**src/rtl/fc_pkg.sv**
```systemverilog
// rtl/fc_pkg.sv - shared constants, state encoding and sizing helper for fc_layer_sequencer
package fc_pkg;

  localparam logic [31:0] FP_ZERO     = 32'h0000_0000;
  localparam int          FP_SIGN_BIT = 31;

  typedef enum logic [2:0] {
    IDLE,
    LOAD,
    CLEAR,
    MAC,
    DRAIN,
    EMIT
  } fc_state_t;

  // Counter/index width for a range of 'depth' values, never narrower than 1 bit.
  function automatic int addr_bits(input int depth);
    return (depth > 1) ? $clog2(depth) : 1;
  endfunction

endpackage

```
**src/rtl/fc_layer_sequencer_if.sv**
```systemverilog
// rtl/fc_layer_sequencer_if.sv - activation, weight ROM, PE and result signal bundle
interface fc_layer_sequencer_if #(
  parameter int DATA_WIDTH = 32,
  parameter int AW         = 8,
  parameter int N_OUT      = 10
);
  import fc_pkg::*;

  localparam int IDX_W = addr_bits(N_OUT);

  logic                  in_valid;
  logic                  in_ready;
  logic [DATA_WIDTH-1:0] in_data;

  logic                  w_rd;
  logic [AW-1:0]         w_addr;
  logic [DATA_WIDTH-1:0] w_data;

  logic                  pe_start;
  logic [DATA_WIDTH-1:0] pe_input;
  logic [DATA_WIDTH-1:0] pe_weight;
  logic [DATA_WIDTH-1:0] pe_result;

  logic                  out_valid;
  logic                  out_ready;
  logic [DATA_WIDTH-1:0] out_data;
  logic [IDX_W-1:0]      out_idx;
  logic                  out_last;

  logic                  busy;

  modport master (
    input  in_valid, in_data, w_data, pe_result, out_ready,
    output in_ready, w_rd, w_addr, pe_start, pe_input, pe_weight,
           out_valid, out_data, out_idx, out_last, busy
  );

  modport slave (
    output in_valid, in_data, w_data, pe_result, out_ready,
    input  in_ready, w_rd, w_addr, pe_start, pe_input, pe_weight,
           out_valid, out_data, out_idx, out_last, busy
  );

endinterface

```
**src/rtl/fc_input_buffer.sv**
```systemverilog
// rtl/fc_input_buffer.sv - activation vector store, one write port and one registered read port
module fc_input_buffer
  import fc_pkg::*;
#(
  parameter int DATA_WIDTH = 32,
  parameter int DEPTH      = 16
) (
  input  logic                       clk,
  input  logic                       wr_en,
  input  logic [addr_bits(DEPTH)-1:0] wr_addr,
  input  logic [DATA_WIDTH-1:0]      wr_data,
  input  logic                       rd_en,
  input  logic [addr_bits(DEPTH)-1:0] rd_addr,
  output logic [DATA_WIDTH-1:0]      rd_data
);

  // Contents survive reset; every vector overwrites all entries before use.
  logic [DATA_WIDTH-1:0] mem [DEPTH];

  always_ff @(posedge clk) begin
    if (wr_en) begin
      mem[wr_addr] <= wr_data;
    end
  end

  always_ff @(posedge clk) begin
    if (rd_en) begin
      rd_data <= mem[rd_addr];
    end
  end

endmodule

```
**src/rtl/fc_layer_sequencer.sv**
```systemverilog
// rtl/fc_layer_sequencer.sv - feeds activation/weight pairs to the FC PE per neuron; FC_RELU_EN clamps negative results
module fc_layer_sequencer
  import fc_pkg::*;
#(
  parameter int DATA_WIDTH = 32,
  parameter int N_IN       = 16,
  parameter int N_OUT      = 10,
  parameter int PE_LAT     = 1,
  parameter int AW         = 8
) (
  input logic                  clk,
  input logic                  reset,
  fc_layer_sequencer_if.master bus
);

  localparam int IW = addr_bits(N_IN);
  localparam int NW = addr_bits(N_OUT);
  localparam int DW = addr_bits(PE_LAT + 1);

  localparam logic [IW-1:0] I_LAST = IW'(N_IN - 1);
  localparam logic [NW-1:0] N_LAST = NW'(N_OUT - 1);
  localparam logic [DW-1:0] D_LAST = DW'(PE_LAT);

  fc_state_t state;
  fc_state_t state_next;

  logic [IW-1:0]         i_cnt;
  logic [NW-1:0]         n_cnt;
  logic [DW-1:0]         d_cnt;
  logic                  pair_valid;
  logic [DATA_WIDTH-1:0] buf_rd_data;
  logic [DATA_WIDTH-1:0] out_data_q;
  logic [DATA_WIDTH-1:0] result_c;

  logic i_last;
  logic n_last;
  logic d_last;
  logic load_fire;
  logic emit_fire;
  logic mac_active;

  logic in_ready_c;
  logic w_rd_c;
  logic pe_start_c;
  logic out_valid_c;
  logic busy_c;

  assign i_last     = (i_cnt == I_LAST);
  assign n_last     = (n_cnt == N_LAST);
  assign d_last     = (d_cnt == D_LAST);
  assign mac_active = (state == MAC);
  assign load_fire  = (state == LOAD) && bus.in_valid;
  assign emit_fire  = (state == EMIT) && bus.out_ready;

  fc_input_buffer #(
    .DATA_WIDTH (DATA_WIDTH),
    .DEPTH      (N_IN)
  ) u_input_buffer (
    .clk     (clk),
    .wr_en   (load_fire),
    .wr_addr (i_cnt),
    .wr_data (bus.in_data),
    .rd_en   (mac_active),
    .rd_addr (i_cnt),
    .rd_data (buf_rd_data)
  );

  always_ff @(posedge clk) begin
    if (reset) begin
      state <= IDLE;
    end else begin
      state <= state_next;
    end
  end

  always_comb begin
    state_next  = state;
    in_ready_c  = 1'b0;
    w_rd_c      = 1'b0;
    pe_start_c  = 1'b0;
    out_valid_c = 1'b0;
    busy_c      = 1'b1;
    unique case (state)
      IDLE: begin
        busy_c     = 1'b0;
        state_next = LOAD;
      end
      LOAD: begin
        busy_c     = 1'b0;
        in_ready_c = 1'b1;
        if (bus.in_valid && i_last) begin
          state_next = CLEAR;
        end
      end
      CLEAR: begin
        pe_start_c = 1'b1;
        state_next = MAC;
      end
      MAC: begin
        w_rd_c = 1'b1;
        if (i_last) begin
          state_next = DRAIN;
        end
      end
      DRAIN: begin
        if (d_last) begin
          state_next = EMIT;
        end
      end
      EMIT: begin
        out_valid_c = 1'b1;
        if (bus.out_ready) begin
          state_next = n_last ? LOAD : CLEAR;
        end
      end
      default: begin
        busy_c     = 1'b0;
        state_next = IDLE;
      end
    endcase
  end

`ifdef FC_RELU_EN
  // Any sign-set word (including -0.0 and negative NaN) clamps to +0.0.
  assign result_c = bus.pe_result[FP_SIGN_BIT] ? DATA_WIDTH'(FP_ZERO) : bus.pe_result;
`else
  assign result_c = bus.pe_result;
`endif

  always_ff @(posedge clk) begin
    if (reset) begin
      i_cnt      <= '0;
      n_cnt      <= '0;
      d_cnt      <= '0;
      pair_valid <= 1'b0;
      out_data_q <= '0;
    end else begin
      // ROM data and the buffer read both land one cycle after the MAC issue.
      pair_valid <= mac_active;
      if (load_fire || mac_active) begin
        i_cnt <= i_last ? '0 : i_cnt + IW'(1);
      end
      if (state == DRAIN) begin
        d_cnt <= d_last ? '0 : d_cnt + DW'(1);
        if (d_last) begin
          out_data_q <= result_c;
        end
      end
      if (emit_fire) begin
        n_cnt <= n_last ? '0 : n_cnt + NW'(1);
      end
    end
  end

  assign bus.in_ready  = in_ready_c;
  assign bus.w_rd      = w_rd_c;
  assign bus.w_addr    = AW'(int'(n_cnt) * N_IN + int'(i_cnt));
  assign bus.pe_start  = pe_start_c;
  assign bus.pe_input  = pair_valid ? buf_rd_data : DATA_WIDTH'(FP_ZERO);
  assign bus.pe_weight = pair_valid ? bus.w_data  : DATA_WIDTH'(FP_ZERO);
  assign bus.out_valid = out_valid_c;
  assign bus.out_data  = out_data_q;
  assign bus.out_idx   = n_cnt;
  assign bus.out_last  = out_valid_c && n_last;
  assign bus.busy      = busy_c;

endmodule

```
**src/flat_wrapper.sv**
```systemverilog
// flat-port wrapper written by rule: the top's interface ports become plain ports
module fc_layer_sequencer_flat import fc_pkg::*;
#(
  parameter int DATA_WIDTH = 32,
  parameter int N_IN       = 16,
  parameter int N_OUT      = 10,
  parameter int PE_LAT     = 1,
  parameter int AW         = 8
)
  (clk, reset, bus_in_valid, bus_in_data, bus_w_data, bus_pe_result, bus_out_ready, bus_in_ready, bus_w_rd, bus_w_addr, bus_pe_start, bus_pe_input, bus_pe_weight, bus_out_valid, bus_out_data, bus_out_idx, bus_out_last, bus_busy);
  fc_layer_sequencer_if #(.DATA_WIDTH(DATA_WIDTH), .AW(AW), .N_OUT(N_OUT)) bus_i ();
  input logic clk;
  input logic reset;
  input wire logic [$bits(bus_i.in_valid)-1:0] bus_in_valid;
  input wire logic [$bits(bus_i.in_data)-1:0] bus_in_data;
  input wire logic [$bits(bus_i.w_data)-1:0] bus_w_data;
  input wire logic [$bits(bus_i.pe_result)-1:0] bus_pe_result;
  input wire logic [$bits(bus_i.out_ready)-1:0] bus_out_ready;
  output wire logic [$bits(bus_i.in_ready)-1:0] bus_in_ready;
  output wire logic [$bits(bus_i.w_rd)-1:0] bus_w_rd;
  output wire logic [$bits(bus_i.w_addr)-1:0] bus_w_addr;
  output wire logic [$bits(bus_i.pe_start)-1:0] bus_pe_start;
  output wire logic [$bits(bus_i.pe_input)-1:0] bus_pe_input;
  output wire logic [$bits(bus_i.pe_weight)-1:0] bus_pe_weight;
  output wire logic [$bits(bus_i.out_valid)-1:0] bus_out_valid;
  output wire logic [$bits(bus_i.out_data)-1:0] bus_out_data;
  output wire logic [$bits(bus_i.out_idx)-1:0] bus_out_idx;
  output wire logic [$bits(bus_i.out_last)-1:0] bus_out_last;
  output wire logic [$bits(bus_i.busy)-1:0] bus_busy;
  assign bus_i.in_valid = bus_in_valid;
  assign bus_i.in_data = bus_in_data;
  assign bus_i.w_data = bus_w_data;
  assign bus_i.pe_result = bus_pe_result;
  assign bus_i.out_ready = bus_out_ready;
  assign bus_in_ready = bus_i.in_ready;
  assign bus_w_rd = bus_i.w_rd;
  assign bus_w_addr = bus_i.w_addr;
  assign bus_pe_start = bus_i.pe_start;
  assign bus_pe_input = bus_i.pe_input;
  assign bus_pe_weight = bus_i.pe_weight;
  assign bus_out_valid = bus_i.out_valid;
  assign bus_out_data = bus_i.out_data;
  assign bus_out_idx = bus_i.out_idx;
  assign bus_out_last = bus_i.out_last;
  assign bus_busy = bus_i.busy;
  fc_layer_sequencer #(.DATA_WIDTH(DATA_WIDTH), .N_IN(N_IN), .N_OUT(N_OUT), .PE_LAT(PE_LAT), .AW(AW)) u_core (.clk(clk), .reset(reset), .bus(bus_i));
endmodule
```
**config.mk**
```make
export PLATFORM = sky130hd
export DESIGN_NAME = fc_layer_sequencer_flat
export DESIGN_NICKNAME = d
export VERILOG_FILES = /design/src/rtl/fc_pkg.sv /design/src/rtl/fc_layer_sequencer_if.sv /design/src/rtl/fc_input_buffer.sv /design/src/rtl/fc_layer_sequencer.sv /design/src/flat_wrapper.sv
export SDC_FILE = /design/constraint.sdc
export NUM_CORES = 1
export LEC_CHECK = 0
export ABC_AREA = 1
export BUFFER_PORTS_ARGS = -buffer_cell sky130_fd_sc_hd__buf_2
export CAP_MARGIN = 20
export CORE_MARGIN = 2
export CORE_UTILIZATION = 55
export CTS_BUF_LIST = sky130_fd_sc_hd__clkbuf_4
export DETAILED_ROUTE_END_ITERATION = 8
export PLACE_DENSITY = 0.87
export SYNTH_ARGS = -nofsm -noshare
export SYNTH_HDL_FRONTEND = slang
export SYNTH_SLANG_ARGS = --single-unit
```
**constraint.sdc**
```tcl
create_clock -name clk -period 3.9 [get_ports clk]
set_input_delay 0.585 -clock clk [delete_from_list [all_inputs] [get_ports clk]]
set_output_delay 0.585 -clock clk [all_outputs]
set_load 0.02 [all_outputs]
```
; Yosys cells after proc, flatten, opt, wreduce, memory -nomap -nowiden
; Memory sizes are Yosys's and may differ from the RTL's. A register that Yosys moved wholly into a read port is not among the register bits.
; Cells that the tools add are included.
[op_classes]
n_addsub = 4
mul = 0
n_div = 0
order_cmp = 0
n_eq_ne = 11
shift = 0
n_mux = 18
bitwise_logic = 0
reduce_logical = 9
[op_table]
columns = cell, count
row1 = 32-bit 2-to-1 mux, 2
row2 = 3-bit one-hot mux with 6 select lines, 1
row3 = 3-bit 2-to-1 mux, 4
row4 = 4-bit by 1-bit adder with 4-bit output (second input constant), 2
row5 = 8-bit by 4-bit adder with 8-bit output, 1
row6 = 4-bit equality test (second input constant), 2
row7 = 1-bit 2-to-1 mux, 8
row8 = 4-bit 2-to-1 mux, 2
row9 = 3-bit by 2-bit equality test with 1-bit output (second input constant), 2
row10 = 3-bit equality test (second input constant), 2
row11 = 1-bit logical AND, 4
row12 = 2-bit by 1-bit inequality test with 1-bit output (second input constant), 2
row13 = 2-bit inequality test (second input constant), 2
row14 = 4-bit AND reduction, 1
row15 = 4-bit OR reduction, 1
row16 = 3-bit by 1-bit equality test with 1-bit output (second input constant), 1
row17 = 3-bit zero test, 1
row18 = 2-bit 2-to-1 mux, 1
row19 = 2-bit AND reduction, 1
row20 = 1-bit adder (second input constant), 1
row21 = 1-bit logical OR, 1
[totals]
ff_bits = 45
latch_bits = 0
ram_bits = 512
rom_bits = 0
in_bits = 100
out_inout_bits = 114
word_cells = 49
memories = 1
[mem_list]
columns = name, words, width, rd, rd_ports_with_merged_regs, wr, line
row1 = u_core.u_input_buffer.mem, 16, 32, 1, 1, 1, fc_input_buffer.sv:18  ; logic [DATA_WIDTH-1:0] mem [DEPTH];

; Depth between registers and ports, before layout
[depth]
depth_word = 4
ltp_mapped = 9
ltp_nobuf = 9

; Hierarchy
; From an unflattened synthesis, not the netlist that was laid out.
[unflattened]
cells_unflattened = 2506
area_unflattened_um2 = 25493.2
[modules_own_cells]
columns = mod, n_inst, cells_per_inst, area_per_inst_um2, seq_area_each_um2
row1 = fc_input_buffer, 1, 2120, 23050.9, 16335.7
row2 = fc_layer_sequencer, 1, 386, 2442.3, 900.9

; Least setup slack after synthesis
; OpenSTA, ideal clock, no wires.
[synth_path]
path_type = reg2reg
startpoint = reg u_core.i_cnt[3]
endpoint = mem u_core.u_input_buffer.mem[11][0], enable pin
setup_time_ns = 0.461
t_arrival_ns = 3.219
required_ns = 3.439
slack_ns = 0.220
stages_incl_launch_ff = 5
n_path_buf = 0
period_less_slack_ns = 3.680
cell_sequence = dfxtp_1 -> inv_1 -> nor2_1 -> inv_1 -> nor3_1
[synth_rtl]
columns = item, line
row1 = from (decl), fc_layer_sequencer.sv:27  ; logic [IW-1:0] i_cnt;
row2 = from (signal assigned), fc_layer_sequencer.sv:141  ; i_cnt <= i_last ? '0 : i_cnt + IW'(1);
row3 = to (decl), fc_input_buffer.sv:18
; Straight into the memory's write port.

; Worst setup path after layout
[layout_path]
startpoint = reg u_core.pair_valid
endpoint = out bus_pe_weight[2]
[layout_between]
elab_chain_cells = 1
[layout_rtl]
columns = item, line
row1 = from (decl), fc_layer_sequencer.sv:30  ; logic pair_valid;
row2 = from (signal assigned), fc_layer_sequencer.sv:139  ; pair_valid <= mac_active;
row3 = 32-bit 2-to-1 mux, fc_layer_sequencer.sv:160  ; assign bus.pe_weight = pair_valid ? bus.w_data : DATA_WIDTH'(FP_ZERO);
row4 = to (decl), flat_wrapper.sv:24  ; output wire logic [$bits(bus_i.pe_weight)-1:0] bus_pe_weight;
; No other way between the ends.

==> results <==
- The flow ran to the end, and the final reports show no timing, DRC or antenna violations.
- Dividing total power by cell area gives a power density of 585 nW/um2.
- The sort of element at the end of the critical path is an output port.
- The number of ports placed on the die boundary is 214.
- TritonCTS built the clock tree.
- The setup slack after layout is 0.745 ns.
- The core region is 42900 um2.
- The average detailed-routed wire length per instance is 20.5 um.
- The largest net degree at the start of global routing is 223.
- For the final database, setup skew stands at 0.0674 ns.
- The largest fanout on the critical path is 43.
- The reported net switching power is 5.14 mW.
- The wire length of the first global-routing pass is 94400 um.
- Net switching is 32.1% of the power.
- During synthesis, Yosys emitted a total of 0 warnings.
- In this run the horizontal extent of the chip is 212 um.
- The post-layout net count is 2491.
- The count of input and output buffers is 213.
- The cell area after placement is 25200 um2.
- The first TritonRoute pass finished after 6 iterations.
- The clock slew seen by the registers of the worst setup and hold paths is 0.06 ns.
- The total routed wirelength is 63400 um.
- The time the worst path needs with I/O delays and setup is 3.16 ns.
- The maximum count of clock buffers along a single path is 3.
- The initial cell density of the core is 55.4%.
- By count the netlist is led by edfxtp_1 (544), nor2_1 (505), nand2_1 (383).
- The internal power of the cells is 10.9 mW.
- The final route contains 17700 vias.
- The layout has 2907 filler cells.
- The final total negative setup slack is 0 ns.
- After synthesis, the cell types taking the most area are edfxtp_1 (69%), nor2_1 (8.0%), nand2_1 (6.1%).
- The worst pin sits at a relative slew slack of 33.7%.
- For the pin with the worst max-slew slack, the measured transition is 0.995 ns.
- The largest area contributor in the synthesized netlist is edfxtp_1.
- The number of sinks driven by the clock tree is 589.
- A synthesized cell averages 11.4 um2.
- The final critical-path share of the clock period is 80.9%.
- The overall routing resource usage is 27.9%.
- In the final layout, the share of cells above drive strength 1 is 20.4%.
- Global routing finished with a remaining overflow of 0.
- The total instance count after detailed placement is 2794.
- STA classifies the critical path startpoint as a flip-flop.
- After floorplanning, the core was divided into 76 placement rows.
- In this design, the stage delay of the slowest critical-path cell is 0.78 ns.
- The worst setup slack for register-to-register paths is 0.90 ns.
- Setup repair after global routing left no endpoint under its margin.
- The cell sitting at the root of the clock tree is a clkbuf_4.
- The power share of the sequential group is 46.2%.
- The worst-skew pair later-pin latency is 0.89 ns.
- The clock power share is 32.4%.
- The via count of the first global-routing pass is 17400.
- The synthesized area is 23800 um2.
- At the end of routability-driven placement, the weighted congestion stood at 0.815.
- At the placement stage, the worst setup path has a slack of 1.08 ns.
- The die covers 44900 um2.
- The share of the synthesized area in the top cell type is 68.8%.
- The number of clock buffers inserted by TritonCTS is 144.
- The count of final setup violators is 0.
- The critical path goes through buf_4, nand2_1, inv_1, buf_2.
- Using the TritonRoute via totals, the vias-per-cell ratio works out to 5.72.
- The remaining antenna violation count after routing is 0.
- The part of the power in combinational logic is 21.4%.
- The number of gates resized after cts is 0.
- The flop and latch count out of synthesis is 589.
- The starting DRC count in detailed routing is 2470.
- With fillers left out, the area of the finished cells amounts to 27400 um2.
- The leakage component of the power is 10.7 nW.
- From bottom edge to top edge, the die measures 212 um.
- The count of mapped cells out of synthesis is 2086.
- The number of slew-limit violations in the final report is 0.
- The net count after synthesis is 2190.
- The area growth from synthesis to layout is 15.3%.
- The hold violation total from the final report is 0.
- In this run the worst hold path is classified as input port to flip-flop.
- The number of standard cells in the final layout excluding fillers is 3086.
- For this run, the top clock speed supported by timing is 317 MHz.
- The most used flip-flop cell after synthesis is edfxtp_1.
- STA puts the critical path data required time at 3.31 ns.
- The type of the setup path with the least slack is flip-flop to output port.
- The share of the Yosys chip area taken by registers is 72.6%.
- For the worst setup path, the data arrival time is 2.57 ns.
- In the routed design, unresolved DRC markers number 0.
- Across the run, the number of max-cap violations was 0.
- Yosys instantiated no cell more often than edfxtp_1.
- Counting flops with a built-in enable in the synthesized netlist gives 544.
- Detailed placement finished with a half-perimeter wire length of 33000 um.
- The worst IR drop on VDD is 476 uV.
- The number of antenna violations at the first check in global routing is 5.
- The largest individual stage delay along the critical path comes from the cell dfxtp_2.
- The design draws 16.0 mW.
- Counting distinct cell types in the post-synthesis netlist gives 26.
- Counting flops with an async set or reset pin after synthesis yields a share of 0%.
- The H-tree was split into 4 levels.
power groups by stage:
| stage | clock network [mW] | logic, mW | registers (mW) |
|---|---|---|---|
| 2_1_floorplan | 0 | 2.60 | 7.39 |
| 3_3_place_gp | 0 | 3.08 | 7.51 |
| 3_5_place_dp | 0 | 3.24 | 7.52 |
| 4_1_cts | 5.22 | 3.36 | 7.39 |
| 5_1_grt | 5.52 | 3.81 | 7.41 |
| 6_report | 5.19 | 3.43 | 7.40 |
critical path: cells and delay by family, from the launching register on:
family,cells,cell delay (ns)
buffers and inverters,3,0.81
DFF,1,0.78
and+or+nand+nor,1,0.11
metal layers:
| layer | up-vias | part of all wire, % | track usage, % |
|---|---|---|---|
| li1 | 7795 | - | - |
| met1 | 8200 | 35 | 33.5 |
| met2 | 1412 | 49 | 46.3 |
| met3 | 249 | 12 | 7.51 |
| met4 | 0 | 4.3 | 14.8 |
| met5 | - | 0 | 0 |
metrics by stage:
step | utilization [%] | hold slack [ns]
final | 63.9 | 0.0567
after global routing | 63.9 | 0.0148
after CTS | 63.8 | 0.00574
after detailed placement | 58.7 | 0.453
after global placement | 58.7 | 0.448
after floorplan | - | 0.464
placed cells by master, fill, tap and decap left out:
cell / synthesis / final
clkinv_1: 1 / 28
nor2_4: 0 / 17
clkinv_2: 0 / 6
buf_2: 28 / 213
nor2_2: 7 / 5
nor2_1: 505 / 490
nor3_1: 5 / 2
nand2_2: 3 / 3
buf_4: 19 / 27
edfxtp_1: 544 / 544
nand2_1: 383 / 383
dfxtp_2: 0 / 1
clkinvlp_4: 0 / 2
dlygate4sd3_1: 0 / 31
inv_2: 5 / 11
inv_1: 84 / 84
buf_16: 0 / 1
a21oi_1: 41 / 41
nor3b_1: 1 / 1
inv_6: 0 / 1
diode_2: 0 / 4
nand4_1: 34 / 34
dfxtp_1: 45 / 42
clkbuf_4: 0 / 212
dfxtp_4: 0 / 2
o211ai_1: 1 / 1
inv_4: 2 / 1
bufinv_16: 0 / 3
o21ai_0: 256 / 256
o21ai_1: 40 / 40
nor3_4: 1 / 1
buf_12: 0 / 1
nor3_2: 0 / 3
nand3_1: 6 / 6
ha_1: 4 / 4
what timing repair did:
action                                  CTS  global route
endpoints found under the setup margin    0             0
setup buffers                             0             0
endpoints found under the hold margin    31             0
hold buffers                             31             0
cell families (layout without fill, tap and decap cells):
kind of cell / count (synthesis) / after routing / synth area share, %
and+or+nand+nor: 945 / 945 / 15.5
DFF: 589 / 589 / 72.6
AOI/OAI and AO/OA: 338 / 338 / 7.13
buffers and inverters: 210 / 621 / 4.56
adders and majority gates: 4 / 4 / 0.211
other: 0 / 4 / 0
layout make-up:
type / count / area (um2) / share of cell area (%)
diodes: 4 / 10.0 / 0.0365
clock buffers: 212 / 1590 / 5.81
clock inverters: 44 / 259 / 0.946
inverters: 92 / 353 / 1.29
multi-input cells: 1287 / 5570 / 20.3
flip-flops and latches: 589 / 17200 / 63.0
well taps: 585 / 732 / 2.67
repair buffers: 273 / 1630 / 5.94
sequential cells by signal, summed over array words and instances, names as in the netlist:
signal,flops
u_core.bus.out_idx,4
u_core.d_cnt,1
u_core.bus.out_data,32
u_core.state,3
u_core.i_cnt,4
u_core.pair_valid,1
u_core.u_input_buffer.rd_data,32
u_core.u_input_buffer.mem,512
worst paths after layout:
path | startpoint | endpoint | cells past startpoint
worst max register to register | u_core.i_cnt[1] | u_core.u_input_buffer.rd_data[12] | 7
worst max-delay path | u_core.pair_valid | bus_pe_weight[2] | 4
worst min register to register | u_core.bus.out_data[13] | u_core.bus.out_data[13] | 2
worst min-delay path | bus_pe_result[7] | u_core.bus.out_data[7] | 3
Power figures use the tool's default switching activity.
